`src/rtl/l2_pkg.sv`:
```
// rtl/l2_pkg.sv - shared types, widths and result saturation for layer_2
//
// Holds the FSM state enum, datapath widths (DW sample, AW accumulator,
// KW elements per 3x3 window), the default bias, and the helper that
// turns an accumulator into a ReLU-clamped Q9.8 result.
package l2_pkg;

    typedef enum logic [2:0] {
        IDLE = 3'd0,
        CAP  = 3'd1,
        MAC  = 3'd2,
        OUT  = 3'd3,
        WAIT = 3'd4
    } l2_state_t;

    localparam int DW = 18;
    localparam int AW = 41;
    localparam int KW = 9;

    localparam logic signed [DW-1:0] L2_BIAS = 18'sd128;

    // Largest positive DW-bit result, held at accumulator width for comparison.
    localparam logic signed [AW-1:0] SAT_MAX = AW'((2 ** (DW - 1)) - 1);

    // Drop the fractional scaling, clamp negatives to zero and saturate at SAT_MAX.
    function automatic logic signed [DW-1:0] sat_relu(input logic signed [AW-1:0] acc,
                                                      input int frac);
        logic signed [AW-1:0] s;
        s = acc >>> frac;
        if (s < 0)
            return '0;
        else if (s > SAT_MAX)
            return SAT_MAX[DW-1:0];
        else
            return s[DW-1:0];
    endfunction

endpackage

```
`src/rtl/layer_2_if.sv`:
```
// rtl/layer_2_if.sv - window-in / result-out handshake bundle for layer_2
//
// master: producer + downstream side (drives rdy, din_0, din_1, bsy_in)
// slave : layer_2 side (drives bsy_out, dout, vld, last)
interface layer_2_if;
    import l2_pkg::*;

    logic                 rdy;
    logic signed [DW-1:0] din_0;
    logic signed [DW-1:0] din_1;
    logic                 bsy_out;
    logic                 bsy_in;
    logic signed [DW-1:0] dout;
    logic                 vld;
    logic                 last;

    modport master (
        output rdy, din_0, din_1, bsy_in,
        input  bsy_out, dout, vld, last
    );

    modport slave (
        input  rdy, din_0, din_1, bsy_in,
        output bsy_out, dout, vld, last
    );

endinterface

```
`src/rtl/l2_wrom.sv`:
```
// rtl/l2_wrom.sv - combinational 3x3 weight table for both channels
//
// Ports: k (element index 0..8, row-major) -> w0, w1 (Q9.8 signed weights).
// TEST_W=1 forces every weight to 1.0 (1<<FRAC).
module l2_wrom
    import l2_pkg::*;
#(
    parameter int FRAC   = 8,
    parameter bit TEST_W = 1'b0
) (
    input  logic [3:0]           k,
    output logic signed [DW-1:0] w0,
    output logic signed [DW-1:0] w1
);

    always_comb begin
        w0 = '0;
        w1 = '0;
        if (TEST_W) begin
            w0 = DW'(1 << FRAC);
            w1 = DW'(1 << FRAC);
        end else begin
            // Channel 0: smoothing kernel; channel 1: horizontal gradient.
            case (k)
                4'd0: begin w0 = 18'sd32;  w1 = -18'sd32; end
                4'd1: begin w0 = 18'sd64;  w1 = 18'sd0;   end
                4'd2: begin w0 = 18'sd32;  w1 = 18'sd32;  end
                4'd3: begin w0 = 18'sd64;  w1 = -18'sd64; end
                4'd4: begin w0 = 18'sd128; w1 = 18'sd0;   end
                4'd5: begin w0 = 18'sd64;  w1 = 18'sd64;  end
                4'd6: begin w0 = 18'sd32;  w1 = -18'sd32; end
                4'd7: begin w0 = 18'sd64;  w1 = 18'sd0;   end
                4'd8: begin w0 = 18'sd32;  w1 = 18'sd32;  end
                default: begin w0 = '0; w1 = '0; end
            endcase
        end
    end

endmodule

```
`src/rtl/layer_2.sv`:
```
// rtl/layer_2.sv - two-channel 3x3 MAC filter with ReLU/saturation and window count
//
// Ports: clk, rst_n (async active-low), tx_done (sync frame clear),
//        bus (layer_2_if.slave): rdy, din_0, din_1 in; bsy_out out;
//        bsy_in in; dout, vld, last out.
// A window streams in over 9 cycles after launch, products are registered
// once and accumulated, and the clamped result is offered on dout/vld.
module layer_2
    import l2_pkg::*;
#(
    parameter int FRAC   = 8,
    parameter int N_WIN  = 121,
    parameter bit TEST_W = 1'b0
) (
    input  logic      clk,
    input  logic      rst_n,
    input  logic      tx_done,
    layer_2_if.slave  bus
);

    localparam int WCW = $clog2(N_WIN);
    localparam logic signed [DW-1:0] BIAS      = TEST_W ? '0 : L2_BIAS;
    localparam logic signed [AW-1:0] BIAS_INIT = AW'(BIAS) <<< FRAC;

    l2_state_t              state;
    logic [3:0]             k;
    logic                   mac_cnt;
    logic                   pv;
    logic signed [2*DW-1:0] p0;
    logic signed [2*DW-1:0] p1;
    logic signed [AW-1:0]   acc;
    logic [WCW-1:0]         win_cnt;
    logic                   bsy_q;
    logic signed [DW-1:0]   dout_q;
    logic signed [DW-1:0]   w0;
    logic signed [DW-1:0]   w1;
    logic                   fire;

    l2_wrom #(.FRAC(FRAC), .TEST_W(TEST_W)) u_wrom (
        .k  (k),
        .w0 (w0),
        .w1 (w1)
    );

    // The result is offered from OUT/WAIT in the same cycle downstream is free,
    // so a stall ending releases vld without an extra cycle of latency.
    assign fire        = ((state == OUT) || (state == WAIT)) && !bus.bsy_in && !tx_done;
    assign bus.vld     = fire;
    assign bus.last    = fire && (win_cnt == WCW'(N_WIN - 1));
    assign bus.bsy_out = bsy_q;
    assign bus.dout    = dout_q;

    always_ff @(posedge clk or negedge rst_n) begin
        if (!rst_n) begin
            state   <= IDLE;
            k       <= '0;
            mac_cnt <= 1'b0;
            pv      <= 1'b0;
            p0      <= '0;
            p1      <= '0;
            acc     <= '0;
            win_cnt <= '0;
            bsy_q   <= 1'b0;
            dout_q  <= '0;
        end else if (tx_done) begin
            state   <= IDLE;
            k       <= '0;
            mac_cnt <= 1'b0;
            pv      <= 1'b0;
            acc     <= '0;
            win_cnt <= '0;
            bsy_q   <= 1'b0;
        end else begin
            // Product stage: one sample per channel per CAP cycle, summed a cycle later.
            pv <= (state == CAP);
            if (state == CAP) begin
                p0 <= bus.din_0 * w0;
                p1 <= bus.din_1 * w1;
            end
            if (pv)
                acc <= acc + AW'(p0) + AW'(p1);

            case (state)
                IDLE: begin
                    if (bus.rdy) begin
                        state <= CAP;
                        k     <= '0;
                        acc   <= BIAS_INIT;
                        bsy_q <= 1'b1;
                    end
                end
                CAP: begin
                    if (k == 4'(KW - 1)) begin
                        state   <= MAC;
                        mac_cnt <= 1'b0;
                    end else begin
                        k <= k + 4'd1;
                    end
                end
                MAC: begin
                    // Second MAC cycle: the last product has been folded into acc.
                    if (mac_cnt) begin
                        state  <= OUT;
                        dout_q <= sat_relu(acc, FRAC);
                    end else begin
                        mac_cnt <= 1'b1;
                    end
                end
                OUT, WAIT: begin
                    if (!bus.bsy_in) begin
                        state   <= IDLE;
                        bsy_q   <= 1'b0;
                        win_cnt <= (win_cnt == WCW'(N_WIN - 1)) ? '0 : win_cnt + 1'b1;
                    end else begin
                        state <= WAIT;
                    end
                end
                default: state <= IDLE;
            endcase
        end
    end

endmodule
```
`src/flat_wrapper.sv`:
```
// flat-port wrapper written by rule: the top's interface ports become plain ports
module layer_2_flat import l2_pkg::*;
#(
    parameter int FRAC   = 8,
    parameter int N_WIN  = 121,
    parameter bit TEST_W = 1'b0
)
  (clk, rst_n, tx_done, bus_rdy, bus_din_0, bus_din_1, bus_bsy_in, bus_bsy_out, bus_dout, bus_vld, bus_last);
  layer_2_if bus_i ();
  input  logic clk;
  input  logic rst_n;
  input  logic tx_done;
  input wire logic [$bits(bus_i.rdy)-1:0] bus_rdy;
  input wire logic [$bits(bus_i.din_0)-1:0] bus_din_0;
  input wire logic [$bits(bus_i.din_1)-1:0] bus_din_1;
  input wire logic [$bits(bus_i.bsy_in)-1:0] bus_bsy_in;
  output wire logic [$bits(bus_i.bsy_out)-1:0] bus_bsy_out;
  output wire logic [$bits(bus_i.dout)-1:0] bus_dout;
  output wire logic [$bits(bus_i.vld)-1:0] bus_vld;
  output wire logic [$bits(bus_i.last)-1:0] bus_last;
  assign bus_i.rdy = bus_rdy;
  assign bus_i.din_0 = bus_din_0;
  assign bus_i.din_1 = bus_din_1;
  assign bus_i.bsy_in = bus_bsy_in;
  assign bus_bsy_out = bus_i.bsy_out;
  assign bus_dout = bus_i.dout;
  assign bus_vld = bus_i.vld;
  assign bus_last = bus_i.last;
  layer_2 #(.FRAC(FRAC), .N_WIN(N_WIN), .TEST_W(TEST_W)) u_core (.clk(clk), .rst_n(rst_n), .tx_done(tx_done), .bus(bus_i));
endmodule
```
`config.mk`:
```
export PLATFORM = sky130hd
export DESIGN_NAME = layer_2_flat
export DESIGN_NICKNAME = d
export VERILOG_FILES = /design/src/rtl/l2_pkg.sv /design/src/rtl/layer_2_if.sv /design/src/rtl/l2_wrom.sv /design/src/rtl/layer_2.sv /design/src/flat_wrapper.sv
export SDC_FILE = /design/constraint.sdc
export NUM_CORES = 1
export LEC_CHECK = 0
export ABC_AREA = 1
export CAP_MARGIN = 15
export CORE_AREA = 8 8 186 188
export DETAILED_ROUTE_END_ITERATION = 6
export DIE_AREA = 0 0 194 196
export PLACE_DENSITY = 0.78
export SETUP_SLACK_MARGIN = 0.05
export SLEW_MARGIN = 20
export SYNTH_ARGS = -nofsm -noshare
export SYNTH_HDL_FRONTEND = slang
export SYNTH_SLANG_ARGS = --single-unit
export TNS_END_PERCENT = 10
```
`constraint.sdc`:
```
create_clock -name clk -period 7.5 [get_ports clk]
set_input_delay 0.75 -clock clk [delete_from_list [all_inputs] [get_ports clk]]
set_output_delay 0.75 -clock clk [all_outputs]
set_load 0.02 [all_outputs]
```
* Word-level counts from Yosys, hierarchy flattened
Memory sizes are Yosys's and may differ from the RTL's.
Cells that the tools add are included.
** Storage, ports and cells
- Register bits after elaboration :: 148
- ROM bits :: 256
- Memories :: 1
- Input bits :: 41
- Output and inout port bits :: 21
- Word-level logic and storage cells :: 79
** Memory list
- (no name shown) :: depth 16, bits a word 16, rd ports 1, clocked after Yosys merged registers in 0, write ports 0, line l2_wrom.sv:24 : case (k)
** Operators by class
- Add/sub/neg operators :: 4
- Multiplexer cells :: 28
- $mul :: 2
- Order comparisons :: 2
- Bitwise logic cells :: 1
- Reduce and logical (&&, ||, !) cells :: 19
- Equality and inequality tests :: 12
** Operators with widths (number)
- 41-bit two-way mux :: 4
- 41-bit by 36-bit adder with 41-bit output :: 2
- 18-bit by 18-bit multiplier with 36-bit output :: 2
- 18-bit two-way mux :: 2
- 33-bit by 18-bit > comparator with 1-bit output (second input constant) :: 1
- 33-bit by 1-bit < comparator with 1-bit output (second input constant) :: 1
- 7-bit two-way mux :: 4
- 3-bit two-way mux :: 5
- 4-bit two-way mux :: 3
- 3-bit inequality test (second input constant) :: 4
- 3-bit case mux with 4 select lines :: 1
- 3-bit AND reduction :: 4
- 3-bit nonzero test :: 3
- 4-bit case mux with 2 select lines :: 1
- 7-bit by 1-bit adder with 7-bit output (second input constant) :: 1
- 7-bit equality test (second input constant) :: 1
- 3-bit by 2-bit equality test with 1-bit output (second input constant) :: 2
- 1-bit two-way mux :: 6
- 2-bit AND reduction :: 3
- 4-bit by 1-bit adder with 4-bit output (second input constant) :: 1
- 4-bit equality test (second input constant) :: 1
- 1-bit case mux with 2 select lines :: 2
- 3-bit by 1-bit equality test with 1-bit output (second input constant) :: 1
- 3-bit equality test (second input constant) :: 1
- 9 further kinds :: 12

* Longest topological paths before layout
Gate-level depths: netlist of run 1.
- Word-level depth :: 6
- Gate-level depth with buffers :: 32

* Cells and area by module
Synthesis of run 1 repeated with hierarchy kept, for this count alone.
** Second synthesis, totals
- Cells, all modules :: 4882
- Area total of the unflattened synthesis :: 36399.9 um2
** Modules (own cells, without submodules)
- layer_2 :: sequential area each 3703.6 um2, times used 1, area an instance 36047.1 um2, cells an instance 4828
- l2_wrom :: sequential area each 0.0 um2, times used 1, area an instance 352.8 um2, cells an instance 54

* Worst setup path after synthesis of run 1
OpenSTA, ideal clock, no wires.
- Kind :: register to register
- Start point :: reg u_core.k[0]
- End point :: reg u_core.p1[32]
- Clock period less this slack :: 6.422 ns
- Path buffers :: 2
- Stages on the path, launching flop included :: 28
- Setup time :: 0.118 ns
- Arrival time :: 6.304 ns
- Path slack :: 1.078 ns
- Path through :: dfrtp_1 -> inv_1 -> ha_1 -> a21oi_4 -> nand2_8 -> buf_6 -> buf_2 -> nor2_1 -> inv_1 -> fa_1 -> inv_1 -> fa_1 -> fa_1 -> fa_1 -> inv_1 -> fa_1 -> inv_1 -> ha_1 -> ha_1 -> nand2_1 -> nor2_1 -> nand2_1 -> nor3b_1 -> nand2_1 -> nand3_1 -> nand2_1 -> nand3_1 -> nand2_1
** Between the ends
- Longest elaborated chain between the ends :: 2
** Ends and longest elaborated chain
- from (decl) :: line layer_2.sv:26 : logic [3:0] k;
- from (signal assigned) :: line layer_2.sv:97 : k <= k + 4'd1;
- memory 16 x 16 bit
- 18-bit by 18-bit multiplier with 36-bit output :: line layer_2.sv:78 : p1 <= bus.din_1 * w1;
- to (signal assigned) :: line layer_2.sv:78
- to (decl) :: line layer_2.sv:30 : logic signed [2*DW-1:0] p1;
Every way passes these cells.
A chain may end at the register's enable or synchronous reset.

* Worst setup path after layout of run 1
- Start point :: reg u_core.k[0]
- End point :: reg u_core.p1[35]
The elaborated chain is that of the path after synthesis.

==> results of run 1 <==
==> cell type report <==
type / count / area, um2 / share of cell area
multi-input cells: 1778 / 13300 / 0.653
flip-flops and latches: 133 / 3330 / 0.163
inverters: 509 / 1910 / 0.0936
repair buffers: 74 / 709 / 0.0347
well taps: 408 / 510 / 0.0250
clock buffers: 17 / 425 / 0.0208
clock inverters: 15 / 201 / 0.00986
==> flip-flops by register name, indices dropped and copies added (netlist names) <==
name,cells
u_core.state,3
u_core.win_cnt,7
u_core.bus.dout,18
u_core.pv,1
u_core.acc,36
u_core.p0,31
u_core.k,4
u_core.mac_cnt,1
u_core.bus.bsy_out,1
u_core.p1,31
==> stage by stage <==
step	area, um2	std cells	utilization	hold slack, ps
finish	20400	2934	0.641	312
global route	20400	2934	0.641	353
CTS	20400	2934	0.641	331
detailed placement	19800	2902	0.621	466
global placement	19800	2902	0.621	464
floorplan	18700	2455	-	454
==> placed cells by master (no fill, tap or decap), types with 3 or more instances in the layout <==
cell	instances
o21ai_1	5
a21o_1	8
fa_1	221
o211ai_1	6
o31ai_1	3
inv_6	4
ha_1	230
nor2_1	283
dfrtp_1	133
a21oi_1	101
xor2_1	21
inv_2	5
o21a_1	3
clkdlybuf4s50_1	60
nand4_1	25
nor4_1	6
o22ai_1	6
nor3_1	26
or2_2	9
nand3_1	109
xnor2_1	23
o21bai_1	13
buf_4	13
o21ai_0	98
nand2_1	546
inv_8	5
nor2_4	4
nor2_2	3
clkbuf_16	17
nand3b_1	6
a31oi_1	9
inv_1	502
==> routing by layer <==
layer,vias to the layer above,global-route usage,share of wire
met1,7456,0.315,0.42
met3,76,0.0262,0.030
met5,-,0,0
met4,0,0.103,0.040
li1,7734,-,-
met2,283,0.451,0.51
==> worst max-delay path: stages, from the launching register on <==
cell and delay (ps):
dfrtp_1 400, inv_1 160, ha_1 310, a21oi_4 230, nand2_8 210, nor2_1 480, inv_1 240, fa_1 580
fa_1 560, inv_1 50, fa_1 470, fa_1 520, fa_1 440, ha_1 290, ha_1 370, a21oi_1 350
o21ai_0 190, a21oi_1 280, nor2_1 80, nor2_1 140, nand3_1 90, nand3_1 110, nand2_1 50
==> logic make-up (layout without fill, tap and decap cells) <==
family | after synthesis | in the layout | synth area share
AO/OA/AOI/OAI | 257 | 257 | 0.0756
adder cells (fa/ha/maj) | 451 | 451 | 0.390
XOR/XNOR | 45 | 45 | 0.0214
buffers and inverters | 544 | 615 | 0.110
AND/OR/NAND/NOR | 1025 | 1025 | 0.225
flip-flops | 133 | 133 | 0.178
==> path summary, 6_finish.rpt <==
check,from,endpoint,slack (ps),cells past startpoint
max in group asynchronous,rst_n,u_core.p1[16],5900,2
min reg2reg,u_core.bus.dout[17],u_core.bus.dout[17],480,2
min in group clk,u_core.bus.dout[17],u_core.bus.dout[17],480,2
max reg2reg,u_core.k[0],u_core.p1[35],730,22
max,u_core.k[0],u_core.p1[35],730,22
min,rst_n,u_core.acc[32],310,1
==> results.toml, run 1 <==
[run_status]
outcome = "complete, no violations"

[setup_path]
cp.arrival_ps = 7080
setup.worst_path.end_class = "flop"
critPathKind = "reg -> reg"
worst_ep_required_time_ps = 7810
crit_path_max_fanout = 35
startpoint_type = "flop"

[routing]
first_pass_iters = 5
dr.first_iter.drc_count = 953
finalWirelength_um = 47500
wl_per_cell_um = 16.2
vias = 15549
drc = 0
avgViaCountPerCell = 5.30
final_antenna_net_count = 0

[synth]
synth_top_cell_area_share = 0.236
ys_top_cells_by_count = "546 x nand2_1, 503 x inv_1, 283 x nor2_1, 230 x ha_1, 221 x fa_1"
yosysMostFrequentCell = "nand2_1"
ys_types = 45
seq_area_frac_synth = 0.178
syn-mean-instance-area_um2 = 7.63
ys.warnings.count = 0
async_flop_share = 1.00
synth-main-ff-cell = "dfrtp_1"
netlist_instances = 2455
synthesis.nets = 2947
syn-cell-area_um2 = 18700
synth_area_leaders = "fa_1 24%, dfrtp_1 18%, ha_1 15%"
synth_enable_flop_cells = 0
ys_ff_latch = 133
yosys.area.top_type = "fa_1"

[cts]
cts-resized-gates = 0
numClockSinks = 133
hold_buffers = 0
htreeDepth = 4
cts_buffers = 17
clockRootBuffer = "clkbuf_16"
clkLatencyLatePin_ps = 430
post_cts.repair.setup_buffers = 0
clk_pin_slew_worst_paths_ps = 70
cts_tree = "built"
clockBufferDepth = 2

[hold_path]
hold_path_class = "in -> async"

[sta]
setup_tns_ps = 0
final_max_slew_viol_count = 0
post-route-period-util = 0.902
tightest_slew_ps = 842
setup_viol = 0
fmax_mhz = 148
slew_headroom = 0.438
finalHoldViolations = 0
fin_ws_ps = 732
layout_min_cycle_time_ps = 6770
finClkSkew_ps = 11.1
rsz0062_at_grt = "no"

[cells_and_area]
fin_nets = 3005
area_growth_pct = 9.04
drive_gt1_frac = 0.0289
antenna_cells = 0
fillers = 2869

[floorplan]
boundaryPins = 62
core_area_um2 = 31900
die_w_um = 194
fp-row-count = 66
die_height_um = 196
start_util = 0.588
fp.dieArea_um2 = 38000

[placed_design]
io_buffers = 61
gp_congestion = 0.983
place_hpwl_um = 40600
post-place-ws_ps = 771

[grt]
antenna_found_initial = 0
grt_pass1_vias = 15522
grt_overflow = 0
grt_pass1_wl_um = 78000
grt_max_degree = 74
grt_use_total = 0.254

[run]
drv_cap = 0
Power of run 1 is not shown: default switching activity piles up to over one toggle a cycle in this logic, so the estimate is an artifact.
==> inputs of run 2 (changes only) <==
--- a/config.mk
+++ b/config.mk
@@ -6,12 +6,14 @@
 export NUM_CORES = 1
 export LEC_CHECK = 0
 export ABC_AREA = 1
-export CAP_MARGIN = 15
+export CAP_MARGIN = 20
 export CORE_AREA = 8 8 186 188
 export DETAILED_ROUTE_END_ITERATION = 6
 export DIE_AREA = 0 0 194 196
-export PLACE_DENSITY = 0.78
+export DONT_BUFFER_PORTS = 1
+export PLACE_DENSITY = 0.75
 export SETUP_SLACK_MARGIN = 0.05
+export SKIP_CTS_REPAIR_TIMING = 1
 export SLEW_MARGIN = 20
 export SYNTH_ARGS = -nofsm -noshare
 export SYNTH_HDL_FRONTEND = slang
==> run 2 against run 1 <==
Against the previous run:
- final cell count fell by 2.0%
- critical path depth is the same
- clock skew grew 5.0 ps
- clock-buffer cell count unchanged
- non-clock buffer count shrank 59
- flip-flop and latch count is the same
- sequential share of layout area grew 0.48 points
- hold slack got worse by 300 ps
==> results.toml, run 2 (synthesis gave the netlist of run 1 again) <==
[run_status]
outcome = "complete, no violations"

[setup_path]
cp_common_cell = "fa_1"
r2r_start = "u_core.k[0]"
cp.arrival_ps = 7090
max_stage_delay_ps = 580
path_buf_inv = 4
crit_path_max_fanout = 35
startpoint_type = "flop"
r2r_setup_slack_ps = 740
r2r-end = "u_core.p1[35]"
worst_ep_required_time_ps = 7820
critPathKind = "reg -> reg"
setup.worst_path.end_class = "flop"
worstRegToRegCells = 22
slowest_stage = "fa_1"
path_cells = "inv_1 -> ha_1 -> a21oi_4 -> nand2_8 -> nor2_1 -> inv_1 -> fa_1 -> fa_1 -> inv_1 -> fa_1 -> fa_1 -> fa_1 -> fa_1 -> ha_1 -> a21oi_1 -> inv_1 -> a21oi_1 -> nand3_1 -> nand3b_1 -> nand3_1 -> nand3_1 -> nand2_1"
cpLargestDelayFamily = "adder cells"

[grt]
grt_use_total = 0.252
antenna_found_initial = 0
grt_pass1_vias = 15417
grt_overflow = 0
grt_pass1_wl_um = 77400
grt_max_degree = 134

[floorplan]
boundaryPins = 62
die_height_um = 196
die_w_um = 194
core_area_um2 = 31900
fp-row-count = 66
start_util = 0.588
fp.dieArea_um2 = 38000

[routing]
dr.first_iter.drc_count = 1104
route.met2.wl_um = 24200
drc = 0
wl_met3_um = 1850
highest_layer = "met4"
avgViaCountPerCell = 5.38
m1WireLength_um = 20000
wl_per_cell_um = 16.7
first_pass_iters = 6
vias = 15463
final_antenna_net_count = 0
finalWirelength_um = 47900

[cells_and_area]
top_register = "u_core.acc"
final-instance-count-excl-fill = 2875
drive_gt1_frac = 0.0280
antenna_cells = 0
fin_nets = 2946
ff_latch_area_um2 = 3330
fillers = 2917
final_common_cell = "nand2_1"
largest_registers = "u_core.acc: 36 flops, u_core.p0: 31 flops, u_core.p1: 31 flops"
multi_input_area_um2 = 13300
area_growth_pct = 5.91
largest_reg_flops = 36
layout_common_cells = "546 x nand2_1, 502 x inv_1, 283 x nor2_1, 230 x ha_1, 221 x fa_1"

[cts]
clkLatencyLatePin_ps = 440
clockBufferDepth = 2
cts_buffers = 17
htreeDepth = 4
clockRootBuffer = "clkbuf_16"
clk_pin_slew_worst_paths_ps = 80
cts_tree = "built"
numClockSinks = 133

[placed_design]
place_hpwl_um = 40200
dp.cells = 2837
io_buffers = 0
gp_congestion = 0.993

[sta]
setup_viol = 0
slew_headroom = 0.471
layout_min_cycle_time_ps = 6760
tightest_slew_ps = 791
post-route-period-util = 0.902
final_max_slew_viol_count = 0
finalHoldViolations = 0
rsz0062_at_grt = "no"
fmax_mhz = 148
finClkSkew_ps = 16.1
setup_tns_ps = 0

[hold_path]
hold_path_class = "in -> async"

[run]
drv_cap = 0
==> run 2: changes by cell type in the layout (fill, tap and decap cells not counted), moves of 2 or more <==
cell,delta
clkinv_8,+2
inv_6,+2
clkdlybuf4s50_1,-60
inv_8,-3
buf_4,-4
dlygate4sd3_1,+5
==> run 2: how the worst max path moves through the flow <==
stage	from	endpoint	slack, ps	cells past startpoint
floorplan	u_core.k[0]	u_core.p1[32]	1080	27
global placement	u_core.k[0]	u_core.p1[35]	930	22
detailed placement	u_core.k[0]	u_core.p1[35]	770	22
CTS	u_core.k[0]	u_core.p1[35]	730	22
global route	u_core.k[0]	u_core.p1[35]	310	22
finish	u_core.k[0]	u_core.p1[35]	740	22
==> run 2: layout make-up <==
type                       instances  share of cell area
clock buffer                      17              0.0214
clock inverter                    15             0.00940
inverter                         509              0.0963
multi-input combinational       1778               0.672
sequential                       133               0.168
tap                              408              0.0257
timing repair buffer              15             0.00694
==> run 2: routing by layer <==
layer	GRT usage	up-vias
li1	-	7592
met3	0.0312	80
met1	0.305	7450
met2	0.452	341
met4	0.103	0
met5	0	-
==> run 2: per-stage QoR <==
stage / util / hold WS [ps] / cell area, um2 / setup WS (ps)
final: 0.622 / 12.4 / 19800 / 738
after global routing: 0.622 / 0.919 / 19800 / 306
after CTS: 0.620 / -3.37 / 19800 / 735
after detailed placement: 0.601 / 461 / 19200 / 765
after global placement: 0.601 / 461 / 19200 / 926
after floorplan: - / 454 / 18700 / 1080
Power of run 2 is left out for the same reason.
